File: config.mk
export PLATFORM = sky130hd
export DESIGN_NAME = axi4_slave_write_arbiter
export DESIGN_NICKNAME = d
export VERILOG_FILES = /design/src/rtl/axi4_xbar_pkg.sv /design/src/rtl/axi4_index_fifo.sv /design/src/rtl/axi4_slave_write_arbiter.sv
export SDC_FILE = /design/constraint.sdc
export NUM_CORES = 1
export LEC_CHECK = 0
export ABC_AREA = 1
export CAP_MARGIN = 10
export CORE_AREA = 2 2 279 281
export CTS_CLUSTER_DIAMETER = 50
export DETAILED_ROUTE_END_ITERATION = 16
export DIE_AREA = 0 0 281 283
export PLACE_DENSITY_LB_ADDON = 0.3
export SETUP_SLACK_MARGIN = 0.4
export SLEW_MARGIN = 20
export SYNTH_ARGS = -nofsm -noshare
export SYNTH_HDL_FRONTEND = slang
export SYNTH_SLANG_ARGS = --single-unit
File: constraint.sdc
create_clock -name ACLK -period 2.3 [get_ports ACLK]
set_input_delay 0.345 -clock ACLK [delete_from_list [all_inputs] [get_ports ACLK]]
set_output_delay 0.345 -clock ACLK [all_outputs]
set_load 0.01 [all_outputs]
File: src/rtl/axi4_xbar_pkg.sv
// Shared parameters and types for the AXI4 crossbar slave-side write path.
// Widths here act as defaults for the arbiter and its ordering FIFO.
package axi4_xbar_pkg;

   localparam int MASTER_NUM   = 4;
   localparam int W_ID_LEN     = 4;
   localparam int ADDR_WIDTH   = 32;
   localparam int DATA_WIDTH   = 64;
   localparam int W_BUF_DEPTH  = 2;
   localparam int EXTRA_ID_LEN = $clog2(MASTER_NUM);

   typedef enum logic {
      AW_IDLE = 1'b0,
      AW_BUSY = 1'b1
   } aw_state_e;

endpackage

File: src/rtl/axi4_index_fifo.sv
// Small FIFO of granted master indices.
// Its order decides which master owns the W channel.
module axi4_index_fifo
   import axi4_xbar_pkg::*;
#(
   parameter int WIDTH = EXTRA_ID_LEN,
   parameter int DEPTH = W_BUF_DEPTH
) (
   input  logic             clk,
   input  logic             rst,
   input  logic             push,
   input  logic [WIDTH-1:0] din,
   input  logic             pop,
   output logic [WIDTH-1:0] dout,
   output logic             empty,
   output logic             full
);

   localparam int PW = (DEPTH > 1) ? $clog2(DEPTH) : 1;
   localparam int CW = $clog2(DEPTH + 1);

   logic [WIDTH-1:0] mem [DEPTH];
   logic [PW-1:0]    wr_ptr;
   logic [PW-1:0]    rd_ptr;
   logic [CW-1:0]    count;
   logic             do_push;
   logic             do_pop;

   function automatic logic [PW-1:0] ptr_inc(input logic [PW-1:0] p);
      if (p == PW'(DEPTH - 1)) begin
         return '0;
      end
      return p + PW'(1);
   endfunction

   assign empty   = (count == '0);
   assign full    = (count == CW'(DEPTH));
   assign do_push = push && !full;
   assign do_pop  = pop && !empty;
   assign dout    = mem[rd_ptr];

   always_ff @(posedge clk) begin
      if (do_push) begin
         mem[wr_ptr] <= din;
      end
   end

   always_ff @(posedge clk) begin
      if (rst) begin
         wr_ptr <= '0;
         rd_ptr <= '0;
         count  <= '0;
      end else begin
         if (do_push) begin
            wr_ptr <= ptr_inc(wr_ptr);
         end
         if (do_pop) begin
            rd_ptr <= ptr_inc(rd_ptr);
         end
         unique case ({do_push, do_pop})
            2'b10:   count <= count + CW'(1);
            2'b01:   count <= count - CW'(1);
            default: count <= count;
         endcase
      end
   end

endmodule

File: src/rtl/axi4_slave_write_arbiter.sv
// Round-robin AW arbiter for one slave port; W follows AW grant order,
// B is routed back by the master index carried in the upper ID bits.
module axi4_slave_write_arbiter #(
   parameter int MASTER_NUM  = axi4_xbar_pkg::MASTER_NUM,
   parameter int W_ID_LEN    = axi4_xbar_pkg::W_ID_LEN,
   parameter int ADDR_WIDTH  = axi4_xbar_pkg::ADDR_WIDTH,
   parameter int DATA_WIDTH  = axi4_xbar_pkg::DATA_WIDTH,
   parameter int W_BUF_DEPTH = axi4_xbar_pkg::W_BUF_DEPTH,
   localparam int EXTRA_ID_LEN = (MASTER_NUM > 1) ? $clog2(MASTER_NUM) : 1,
   localparam int SID_WIDTH    = EXTRA_ID_LEN + W_ID_LEN,
   localparam int STRB_WIDTH   = DATA_WIDTH / 8
) (
   input  logic                                  ACLK,
   input  logic                                  ARESET,

   input  logic [MASTER_NUM-1:0][W_ID_LEN-1:0]   m_AWID,
   input  logic [MASTER_NUM-1:0][ADDR_WIDTH-1:0] m_AWADDR,
   input  logic [MASTER_NUM-1:0][7:0]            m_AWLEN,
   input  logic [MASTER_NUM-1:0][2:0]            m_AWSIZE,
   input  logic [MASTER_NUM-1:0][1:0]            m_AWBURST,
   input  logic [MASTER_NUM-1:0]                 m_AWLOCK,
   input  logic [MASTER_NUM-1:0][3:0]            m_AWCACHE,
   input  logic [MASTER_NUM-1:0][2:0]            m_AWPROT,
   input  logic [MASTER_NUM-1:0]                 m_AWVALID,
   output logic [MASTER_NUM-1:0]                 m_AWREADY,

   input  logic [MASTER_NUM-1:0][DATA_WIDTH-1:0] m_WDATA,
   input  logic [MASTER_NUM-1:0][STRB_WIDTH-1:0] m_WSTRB,
   input  logic [MASTER_NUM-1:0]                 m_WLAST,
   input  logic [MASTER_NUM-1:0]                 m_WVALID,
   output logic [MASTER_NUM-1:0]                 m_WREADY,

   output logic [MASTER_NUM-1:0][W_ID_LEN-1:0]   m_BID,
   output logic [MASTER_NUM-1:0][1:0]            m_BRESP,
   output logic [MASTER_NUM-1:0]                 m_BVALID,
   input  logic [MASTER_NUM-1:0]                 m_BREADY,

   output logic [SID_WIDTH-1:0]                  s_AWID,
   output logic [ADDR_WIDTH-1:0]                 s_AWADDR,
   output logic [7:0]                            s_AWLEN,
   output logic [2:0]                            s_AWSIZE,
   output logic [1:0]                            s_AWBURST,
   output logic                                  s_AWLOCK,
   output logic [3:0]                            s_AWCACHE,
   output logic [2:0]                            s_AWPROT,
   output logic                                  s_AWVALID,
   input  logic                                  s_AWREADY,

   output logic [DATA_WIDTH-1:0]                 s_WDATA,
   output logic [STRB_WIDTH-1:0]                 s_WSTRB,
   output logic                                  s_WLAST,
   output logic                                  s_WVALID,
   input  logic                                  s_WREADY,

   input  logic [SID_WIDTH-1:0]                  s_BID,
   input  logic [1:0]                            s_BRESP,
   input  logic                                  s_BVALID,
   output logic                                  s_BREADY
);

   import axi4_xbar_pkg::*;

   aw_state_e               state;
   aw_state_e               state_nx;
   logic [EXTRA_ID_LEN-1:0] sel;
   logic [EXTRA_ID_LEN-1:0] last_grant;
   logic [EXTRA_ID_LEN-1:0] winner;
   logic [EXTRA_ID_LEN-1:0] cand;
   logic                    found;
   logic                    grant;
   logic                    aw_push;

   logic [EXTRA_ID_LEN-1:0] head;
   logic                    fifo_empty;
   logic                    fifo_full;
   logic                    w_pop;

   logic [EXTRA_ID_LEN-1:0] bidx;

   // Search starts one past the last winner so every requester gets a turn.
   always_comb begin
      winner = last_grant;
      found  = 1'b0;
      cand   = '0;
      for (int i = 1; i <= MASTER_NUM; i++) begin
         cand = EXTRA_ID_LEN'((int'(last_grant) + i) % MASTER_NUM);
         if (!found && m_AWVALID[cand]) begin
            winner = cand;
            found  = 1'b1;
         end
      end
   end

   assign grant   = (state == AW_IDLE) && found && !fifo_full;
   assign aw_push = (state == AW_BUSY) && s_AWVALID && s_AWREADY;

   always_ff @(posedge ACLK) begin
      if (ARESET) begin
         state      <= AW_IDLE;
         sel        <= '0;
         last_grant <= EXTRA_ID_LEN'(MASTER_NUM - 1);
      end else begin
         state <= state_nx;
         if (grant) begin
            sel <= winner;
         end
         if (aw_push) begin
            last_grant <= sel;
         end
      end
   end

   always_comb begin
      state_nx = state;
      unique case (state)
         AW_IDLE: if (grant)   state_nx = AW_BUSY;
         AW_BUSY: if (aw_push) state_nx = AW_IDLE;
         default:              state_nx = AW_IDLE;
      endcase
   end

   // The grant is frozen in sel, so other requests cannot steal it mid-offer.
   always_comb begin
      s_AWVALID = 1'b0;
      m_AWREADY = '0;
      if (state == AW_BUSY) begin
         s_AWVALID      = m_AWVALID[sel];
         m_AWREADY[sel] = s_AWREADY;
      end
   end

   assign s_AWID    = {sel, m_AWID[sel]};
   assign s_AWADDR  = m_AWADDR[sel];
   assign s_AWLEN   = m_AWLEN[sel];
   assign s_AWSIZE  = m_AWSIZE[sel];
   assign s_AWBURST = m_AWBURST[sel];
   assign s_AWLOCK  = m_AWLOCK[sel];
   assign s_AWCACHE = m_AWCACHE[sel];
   assign s_AWPROT  = m_AWPROT[sel];

   axi4_index_fifo #(
      .WIDTH (EXTRA_ID_LEN),
      .DEPTH (W_BUF_DEPTH)
   ) u_w_order (
      .clk   (ACLK),
      .rst   (ARESET),
      .push  (aw_push),
      .din   (sel),
      .pop   (w_pop),
      .dout  (head),
      .empty (fifo_empty),
      .full  (fifo_full)
   );

   assign s_WDATA = m_WDATA[head];
   assign s_WSTRB = m_WSTRB[head];
   assign s_WLAST = m_WLAST[head];

   // Write data arriving ahead of its address waits until the AW is ordered.
   always_comb begin
      s_WVALID = 1'b0;
      m_WREADY = '0;
      if (!fifo_empty) begin
         s_WVALID       = m_WVALID[head];
         m_WREADY[head] = s_WREADY;
      end
   end

   assign w_pop = s_WVALID && s_WREADY && s_WLAST;

   assign bidx = s_BID[SID_WIDTH-1 -: EXTRA_ID_LEN];

   always_comb begin
      m_BVALID = '0;
      m_BID    = '0;
      m_BRESP  = '0;
      s_BREADY = 1'b0;
      if (int'(bidx) < MASTER_NUM) begin
         m_BVALID[bidx] = s_BVALID;
         m_BID[bidx]    = s_BID[W_ID_LEN-1:0];
         m_BRESP[bidx]  = s_BRESP;
         s_BREADY       = m_BREADY[bidx];
      end
   end

endmodule

**Word-level counts from Yosys, hierarchy flattened**

Memories as Yosys holds them, arrays and structs flattened. A register that Yosys moved wholly into a read port is not among the register bits.
Cells that the tools add are included.

- Input port bits: 545
- Bits in writable memories: 4
- Word-level logic and storage cells: 131
- Memories: 1
- Output and inout bits: 171
- Register bits: 9

- Eq/ne operators: 3
- Bitwise logic cells: 6
- Multiplexer cells: 76
- Add/sub/neg operators: 8
- $lt $le $gt $ge: 10
- Reductions and logical operators: 21

Memory list:

| name | words | width | read ports | clocked after memory_dff | write ports | line | text |
|---|---|---|---|---|---|---|---|
| u_w_order.mem | 2 | 2 | 1 | 1 | 1 | axi4_index_fifo.sv:22 | `logic [WIDTH-1:0] mem [DEPTH];` |

Operator list:

| cell | number |
|---|---|
| $bmux W64 S2 | 1 |
| $bmux W32 S2 | 1 |
| $mux W64 | 1 |
| $mux W1 | 34 |
| $bmux W8 S2 | 2 |
| $mux W32 | 1 |
| $lt A2 B3 Y1 const B | 7 |
| $mux W4 | 5 |
| $bmux W1 S2 | 9 |
| $and A16 B16 Y16 | 1 |
| $bmux W4 S2 | 2 |
| $mux W8 | 2 |
| $logic_and A1 B1 Y1 | 14 |
| $and A4 B4 Y4 | 3 |
| $bmux W3 S2 | 2 |
| $mux W2 | 6 |
| $and A8 B8 Y8 | 1 |
| $demux W4 S2 | 1 |
| $add A2 B1 Y2 const B | 3 |
| $demux W1 S2 | 3 |
| $ge A2 B1 Y1 const B | 3 |
| $mux W3 | 2 |
| $logic_not A1 Y1 | 5 |
| $add A2 B2 Y2 const B | 2 |
| 11 further kinds | 13 |

**Depth between registers and ports, before layout**

Gate-level depths: netlist of run 1.

- Depth in word-level cells: 17
- Gate-level depth with buffers: 14
- Gate-level depth less buffers: 14

**By module**

A second synthesis of run 1 with hierarchy kept.

- Cell total of the unflattened synthesis: 735
- Area, all modules: 4249.1 um^2

By module, submodules not included:

| module | area an instance (um^2) | cells each | sequential area each (um^2) | times used |
|---|---|---|---|---|
| axi4_slave_write_arbiter | 3833.7 | 689 | 100.1 | 1 |
| axi4_index_fifo | 415.4 | 46 | 220.2 | 1 |

**Worst setup path after synthesis of run 1**

OpenSTA, ideal clock, no wires.

- Path type: flip-flop to flip-flop
- From: register sel[0]
- To: register u_w_order.count[1]
- Arrival time: 1720 ps
- Data required time: 2230 ps
- Clock period less this slack: 1790 ps
- Setup slack: 510 ps
- Cell stages (with the launch flop): 13
- Library setup time: 70 ps
- Path buffers: 1
- Cells stage by stage: dfxtp_1 buf_4 inv_4 nor2_1 a22oi_1 nand2_1 nand3_2 ha_1 inv_1 nand2_1 nor2_1 o21ai_0 a21oi_1

- Cells in the longest elaborated chain, start to end: 8
- Elaborated cells between the ends (all ways): 10
- Those cells by class: eq/ne: 2; mux: 4; reduce/logical: 4

RTL lines:

| what | line | text |
|---|---|---|
| start, declared | axi4_slave_write_arbiter.sv:65 | `logic [EXTRA_ID_LEN-1:0] sel;` |
| start signal, assigned | axi4_slave_write_arbiter.sv:105 | `sel <= winner;` |
| $bmux W1 S2 (*) | axi4_slave_write_arbiter.sv:127 | `s_AWVALID = m_AWVALID[sel];` |
| $mux W1 (not written as such) (*) | axi4_slave_write_arbiter.sv:127 |  |
| $mux W1 (*) | axi4_slave_write_arbiter.sv:126 | `if (state == AW_BUSY) begin` |
| $logic_and A1 B1 Y1 (*) (2 in a row) | axi4_slave_write_arbiter.sv:95 | `assign aw_push = (state == AW_BUSY) && s_AWVALID && s_AWREADY;` |
| $logic_and A1 B1 Y1 (*) | axi4_index_fifo.sv:38 | `assign do_push = push && !full;` |
| $eq A2 B1 Y1 / $eq A2 B2 Y1 (equally long branches) | axi4_index_fifo.sv:60 | `unique case ({do_push, do_pop})` |
| $pmux W2 S2 / $reduce_bool A2 Y1 (equally long branches) | - |  |
| end signal, assigned | axi4_index_fifo.sv:61 | `2'b10: count <= count + CW'(1);` |
| end signal, assigned | axi4_index_fifo.sv:62 | `2'b01: count <= count - CW'(1);` |
| end signal, assigned | axi4_index_fifo.sv:63 | `default: count <= count;` |
| end, declared | axi4_index_fifo.sv:25 | `logic [CW-1:0] count;` |

Every way passes the cells marked *; elsewhere a longest branch is shown, timed or not. The select of a mux whose other input is x is not followed.
A chain may end at the register's enable or synchronous reset.

==> key figures, run 1 <==
Outcome
  • Status: finished with violations
  • Failing checks: negative setup slack

Floorplan
  • CORE AREA: ~77000 sq um
  • Rows: slightly above 100
  • Die Ht: ~280 microns
  • IO Count: between 700 and 800
  • Initial cell density of the core: 5.85%
  • Die width: about 280 microns
  • Die Area: ~80000 sq um

Synthesis
  • Post-synthesis sequential area ratio: between 7 and 8%
  • Synthesized cell area: between 4000 and 5000 sq um
  • Synth warnings: 0
  • Avg Synthesized Cell Area: roughly 5.5 sq um
  • Synthesized Nets: 1365
  • Synth Instances: around 820
  • Number of synthesized register bits: 14
  • Synth cell types: 32

GRT
  • First-pass GRT wire length: just over 80 mm
  • Gr usage total: between 10% and 20%
  • Vias in the first global route: about 11k
  • Largest net degree at the start of global routing: 54
  • Total global routing overflow: 0
  • Initial antenna violation count: 17

STA
  • Slew Viols, Final: 0
  • Fmax: 433 MHz
  • Final hold slack: ~0.48 ns
  • Crit path time final: approximately 2.3 ns
  • Rel. slew slack: roughly three quarters
  • Final hold vios: 0
  • Fin Clk Skew: between 0.002 and 0.0025 ns
  • RSZ-0062 raised after global routing: yes
  • Worst Tran Pin Value: 0.378 ns
  • Final setup margin: -0.00934 ns
  • Number of setup violations in the final report: 1
  • Period Utilization, post-route: 100%

CTS
  • CTS HTree Levels: 1
  • Clk buf depth: 2
  • Worst skew pair latency: around 0.26 ns
  • CTS tree: yes
  • CTS Root Cell: clkbuf_16
  • TritonCTS sink count: 14
  • CTS Hold Bufs: 0
  • Register clock-pin slew on the reported worst setup and hold paths: 0.06 ns
  • Num CTS Buffers: 3

Drt
  • DRC: 0
  • Vias per cell: 3.70
  • Routed WL: ~63 mm
  • Vias: around 9.9k
  • Detail Route Antenna Nets: 0
  • DR pass1 iterations: 4
  • Drt wl/cell: 23.7 microns
  • First DRT Iteration DRCs: 344

Critical path
  • Critical path arrival: 1.96 ns
  • Reg2Reg Depth: 17
  • Worst EP required: 1.96 ns
  • Worst Setup Path Type: flop to output pin
  • Reg-to-reg critical path endpoint: u_w_order.count[1]
  • CP Capture Type: output pin
  • CP Max Fanout: 6
  • Worst R2R Start: u_w_order.mem[0][0]
  • Reg2Reg Setup Slack: about 0.22 ns
  • CP Launch Type: flop

Min path
  • Hold path endpoint: u_w_order.count[1]
  • Hold crit path type: flop to flop
  • Hold path start: u_w_order.count[1]
  • Hold-critical path depth: 1

Placed design
  • Dpl hpwl: between 40 and 50 mm
  • DP Cell Count: 2561
  • GP Congestion: 0.850
  • Port Buf Inserts: slightly above 700
  • Pre-CTS WS: -0.0103 ns

Pwr
  • Power Total: 7.03 mW
  • P per Cell Area: approximately 420 nW/um^2
  • Peak VDD IR: between 0.2 and 0.25 mV
  • Leakage: 6.83 nW

Finish
  • Final cell count without fillers: approximately 2.7k
  • Share of layout cells above drive strength 1: between 30% and 40%
  • Most common cell after layout, fill and taps aside: clkdlybuf4s50_1
  • Core Util, Final: 21.9%
  • Area Overhead vs Synth: 274%
  • Post-layout net count: 2173
  • Fillers: around 8.5k
  • Multi-input gate area: roughly 5100 sq um
  • Seq. cell area: about 330 sq um
  • Most frequent cells in the layout: clkdlybuf4s50_1, nand3_1, a22oi_2

Run
  • Max cap viols: 0
registers in the layout, indices dropped and copies added, names as in the netlist, named ones only:
signal and count:
last_grant 2, u_w_order.wr_ptr 1, state 1, u_w_order.count 2, u_w_order.rd_ptr 1, u_w_order.mem 4, sel 2
layer usage:
layer / GRT usage, % / up-vias / share of wire, % / routed length, microns
met2: 30.3 / 535 / 57 / 36100
met1: 14.0 / 4676 / 34 / 21300
met3: 2.89 / 63 / 6.2 / 3900
met5: 0 / - / 0.043 / 27
li1: - / 4621 / - / -
met4: 5.35 / 4 / 3.4 / 2160
synthesized netlist by cell type:
cell	number	area (sq um)
clkbuf_2	1	5.00
nor2_4	4	45.0
a21oi_1	6	30.0
nand2_4	3	33.8
ha_1	1	12.5
nand2_2	7	43.8
buf_4	5	37.5
and2_0	1	6.26
nand2_1	137	514
nor3_1	5	25.0
o211ai_1	2	15.0
inv_1	35	131
nand3b_1	1	7.51
edfxtp_1	4	120
buf_1	2	7.51
clkbuf_1	22	82.6
dfxtp_1	10	200
nand3_1	332	1660
nor2_1	46	173
inv_4	2	12.5
buf_6	1	11.3
nand3_2	1	10.0
inv_2	1	3.75
a21oi_2	1	8.76
nor2_2	2	12.5
buf_2	47	235
o21ai_0	4	20.0
a31oi_1	1	6.26
or2_2	1	6.26
a22oi_1	131	983
nand3_4	1	17.5
o21ai_1	2	10.0
metrics by stage:
stage / instance area [sq um] / setup TNS [ns]
2_1_floorplan: 4490 / 0
3_3_place_gp: 13600 / -0.0189
3_5_place_dp: 13600 / -0.0315
4_1_cts: 15900 / -0.0438
5_1_grt: 16800 / -0.789
6_report: 16800 / -0.00934
worst max-delay path by stage:
stage                        start                  to  slack (ns)  depth (start not counted)
2_1_floorplan               sel[0]  u_w_order.count[1]        0.51                         12
3_3_place_gp          m_AWVALID[3]  u_w_order.count[1]       -0.02                         12
3_5_place_dp                  flop         s_WDATA[48]       -0.01                          8
4_1_cts        u_w_order.mem[0][1]          s_WDATA[8]       -0.04                         10
5_1_grt        u_w_order.mem[0][1]          s_WDATA[5]       -0.08                         11
6_report       u_w_order.mem[0][1]          s_WDATA[1]      -0.009                         11
kinds of logic after synthesis:
family	synth area share [%]
AOI/OAI and AO/OA	23.9
buffers and inverters	11.7
and+or+nand+nor	56.9
adders and majority gates	0.279
DFF	7.13
what timing repair did:
item,4_1_cts,5_1_grt
setup buffers,56,20
endpoints found under the setup margin,177,160
resized for setup,746,168
pin swaps,116,112
cloned,19,6
critical path: stages, from the launching register on:
cell	delay, ns
edfxtp_1	0.41
inv_2	0.09
nand2_4	0.05
nand2_4	0.09
nor2_4	0.06
buf_6	0.12
buf_16	0.15
buf_12	0.14
buf_6	0.11
a22oi_2	0.17
nand3_2	0.14
buf_12	0.16
area by class of cell:
cell class,instances,area share [%]
multi-input cells,689,30.2
well taps,1040,7.74
clock inverters,1,0.0223
inverters,38,0.938
flip-flops and latches,14,1.97
diodes,9,0.134
repair buffers,881,58.6
clock buffers,3,0.447
power breakdown:
part / internal, mW / switching [mW] / leakage [nW] / total, mW
clock network: 0.233 / 0.144 / 0.0386 / 0.376
registers: 0.277 / 0.0369 / 0.121 / 0.314
logic: 3.41 / 2.93 / 6.67 / 6.34
total: 3.92 / 3.11 / 6.83 / 7.03
Power figures use the tool's default switching activity.
==> inputs of run 2 (changes only) <==
--- a/config.mk
+++ b/config.mk
@@ -12,6 +12,7 @@
 export DETAILED_ROUTE_END_ITERATION = 16
 export DIE_AREA = 0 0 281 283
 export PLACE_DENSITY_LB_ADDON = 0.3
+export REMOVE_ABC_BUFFERS = 1
 export SETUP_SLACK_MARGIN = 0.4
 export SLEW_MARGIN = 20
 export SYNTH_ARGS = -nofsm -noshare
==> key figures, run 2 (synthesis gave the netlist of run 1 again) <==
Placed design
  • Pre-CTS WS: -0.269 ns (-0.259 ns)
  • Dpl hpwl: 50.7 mm (+1.9%)
  • GP Congestion: 0.895 (+5.3%)
  • Port Buf Inserts: 715 (unchanged)

Critical path
  • Worst EP required: 1.96 ns (about the same)
  • CP Max Fanout: 11 (+5)
  • Critical path arrival: 1.94 ns (-0.02 ns)
  • Reg2Reg Setup Slack: 0.23 ns (about the same)
  • CP Launch Type: flop
  • Worst Setup SP: u_w_order.mem[0][1]
  • Worst Setup Path Type: flop to output pin
  • CP Capture Type: output pin

Finish
  • Multi-input gate area: 5420 sq um (+6.8%)
  • Max reg flops: 4 (unchanged)
  • Biggest register: u_w_order.mem
  • Core Util, Final: 22.8% (+0.92 points)
  • Most frequent cells in the layout: clkdlybuf4s50_1, nand3_1, a22oi_2
  • Post-layout net count: 2176 (+0.14%)
  • Most common cell after layout, fill and taps aside: clkdlybuf4s50_1
  • Share of layout cells above drive strength 1: 39.3% (+1.7 points)
  • Seq. cell area: 332 sq um (unchanged)
  • Area Overhead vs Synth: 290%
  • Fillers: 8353 (-1.3%)

Pwr
  • Internal Power: 4.14 mW (+5.6%)
  • Power Total: 7.37 mW (+4.9%)
  • Peak VDD IR: 0.280 mV (+32%)
  • Sequential group share of total power: 4.2% (-0.3 points)
  • P per Cell Area: 421 nW/um^2 (+0.66%)
  • Comb pwr share: 91.3% (+1.1 points)
  • Clock share of power: 4.5% (-0.9 points)
  • Switching share of power: 43.8% (-0.39 points)
  • Leakage: 7.04 nW (+3.2%)
  • Sw power: 3.23 mW (+3.9%)

GRT
  • First-pass GRT wire length: 83.9 mm (+2.5%)
  • Total global routing overflow: 0 (unchanged)
  • Initial antenna violation count: 10 (-7)
  • Vias in the first global route: 10.3k (-3.4%)
  • Largest net degree at the start of global routing: 32 (-41%)
  • Gr usage total: 15.1% (+0.40 points)

STA
  • Final hold slack: 0.505 ns (+0.0260 ns)
  • Final setup margin: 0.0182 ns (+0.0276 ns)
  • Period Utilization, post-route: 99.2% (-1.2 points)
  • Crit path time final: 2.28 ns (-0.0276 ns)
  • Fin Clk Skew: 0.00697 ns (+0.00472 ns)
  • Rel. slew slack: 74.5% (-0.22 points)
  • Worst Tran Pin Value: 0.382 ns (+0.00368 ns)
  • Sum of negative setup slack: 0 ns (+0.00934 ns)
  • Slew Viols, Final: 0 (unchanged)
  • Number of setup violations in the final report: 0 (-1)
  • Final hold vios: 0 (unchanged)
  • Fmax: 438 MHz (+1.2%)
  • RSZ-0062 raised after global routing: yes

CTS
  • CTS tree: yes
  • TritonCTS sink count: 14 (unchanged)
  • Register clock-pin slew on the reported worst setup and hold paths: 0.05 ns (about the same)
  • CTS Hold Bufs: 0 (unchanged)
  • Worst skew pair latency: 0.25 ns (about the same)
  • Num CTS Buffers: 3 (unchanged)
  • Clk buf depth: 2 (unchanged)
  • CTS Root Cell: clkbuf_16
  • CTS HTree Levels: 1 (unchanged)

Floorplan
  • CORE AREA: 76700 sq um (unchanged)
  • Initial cell density of the core: 5.85% (unchanged)
  • Rows: 102 (unchanged)
  • Die width: 281 microns (unchanged)
  • Die Ht: 283 microns (unchanged)
  • Die Area: 79500 sq um (unchanged)
  • IO Count: 716 (unchanged)

Min path
  • Hold crit path type: flop to flop
  • Hold path start: state

Drt
  • Routed WL: 66.5 mm (+4.9%)
  • First DRT Iteration DRCs: 357 (+3.8%)
  • Drt wl/cell: 24.9 microns (+5.0%)
  • Detail Route Antenna Nets: 0 (unchanged)
  • Vias per cell: 3.75 (+1.4%)
  • DR pass1 iterations: 5 (+1)
  • Vias: 10.0k (+1.3%)
  • DRC: 0 (unchanged)

Run
  • Max cap viols: 0 (unchanged)

Outcome
  • Status: completed
-- run 2: power by group through the flow --
stage | registers [mW] | clock network [mW] | logic (mW)
global placement | 0.312 | 0 | 4.92
finish | 0.311 | 0.333 | 6.73
CTS | 0.309 | 0.341 | 6.11
floorplan | 0.380 | 0 | 1.24
detailed placement | 0.313 | 0 | 4.92
global route | 0.314 | 0.356 | 7.06
-- run 2: area by class of cell --
| cell class | count | area share, % |
|---|---|---|
| diodes | 3 | 0.0429 |
| clock buffers | 3 | 0.429 |
| clock inverters | 1 | 0.0214 |
| inverters | 38 | 0.915 |
| multi-input cells | 689 | 30.9 |
| flip-flops and latches | 14 | 1.89 |
| well taps | 1040 | 7.43 |
| repair buffers | 884 | 58.3 |
-- run 2: path summary, 6_finish.rpt --
kind	cells past startpoint	end
worst max-delay path	9	s_WDATA[35]
worst min-delay path	2	state
worst max register to register	17	u_w_order.count[1]
worst min register to register	2	state
-- run 2: what timing repair did --
action / in CTS / in global routing
gates resized for setup: 643 / 298
endpoints found under the setup margin: 170 / 153
buffers inserted: 47 / 28
gates cloned: 21 / 13
pin swaps: 79 / 125
-- run 2: metrics by stage --
step           cell area, sq um  instances
2_1_floorplan              4110        741
5_1_grt                   17500       2670
3_3_place_gp              13700       2556
3_5_place_dp              13700       2556
4_1_cts                   15800       2628
6_report                  17500       2672
-- run 2: critical path, stage by stage (launching register included) --
cell	delay, ns
edfxtp_1	0.40
inv_2	0.09
nand2_4	0.07
nand2_8	0.09
nor2_4	0.05
buf_12	0.15
buf_12	0.15
a22oi_2	0.33
nand3_2	0.16
buf_12	0.17
-- run 2: routing by layer --
layer | global-route usage, % | vias up | routed length, microns
li1 | - | 4618 | -
met1 | 15.6 | 4831 | 23100
met2 | 31.3 | 519 | 38200
met3 | 2.36 | 58 | 3890
met4 | 2.73 | 0 | 1330
met5 | 0 | - | 0
==> inputs of run 3 (changes only) <==
--- a/config.mk
+++ b/config.mk
@@ -11,6 +11,7 @@
 export CTS_CLUSTER_DIAMETER = 50
 export DETAILED_ROUTE_END_ITERATION = 16
 export DIE_AREA = 0 0 281 283
+export HOLD_SLACK_MARGIN = 0.1
 export PLACE_DENSITY_LB_ADDON = 0.3
 export REMOVE_ABC_BUFFERS = 1
 export SETUP_SLACK_MARGIN = 0.4
==> results of run 3 <==
No change in the layout: final DEF, timing and power equal those of run 2.
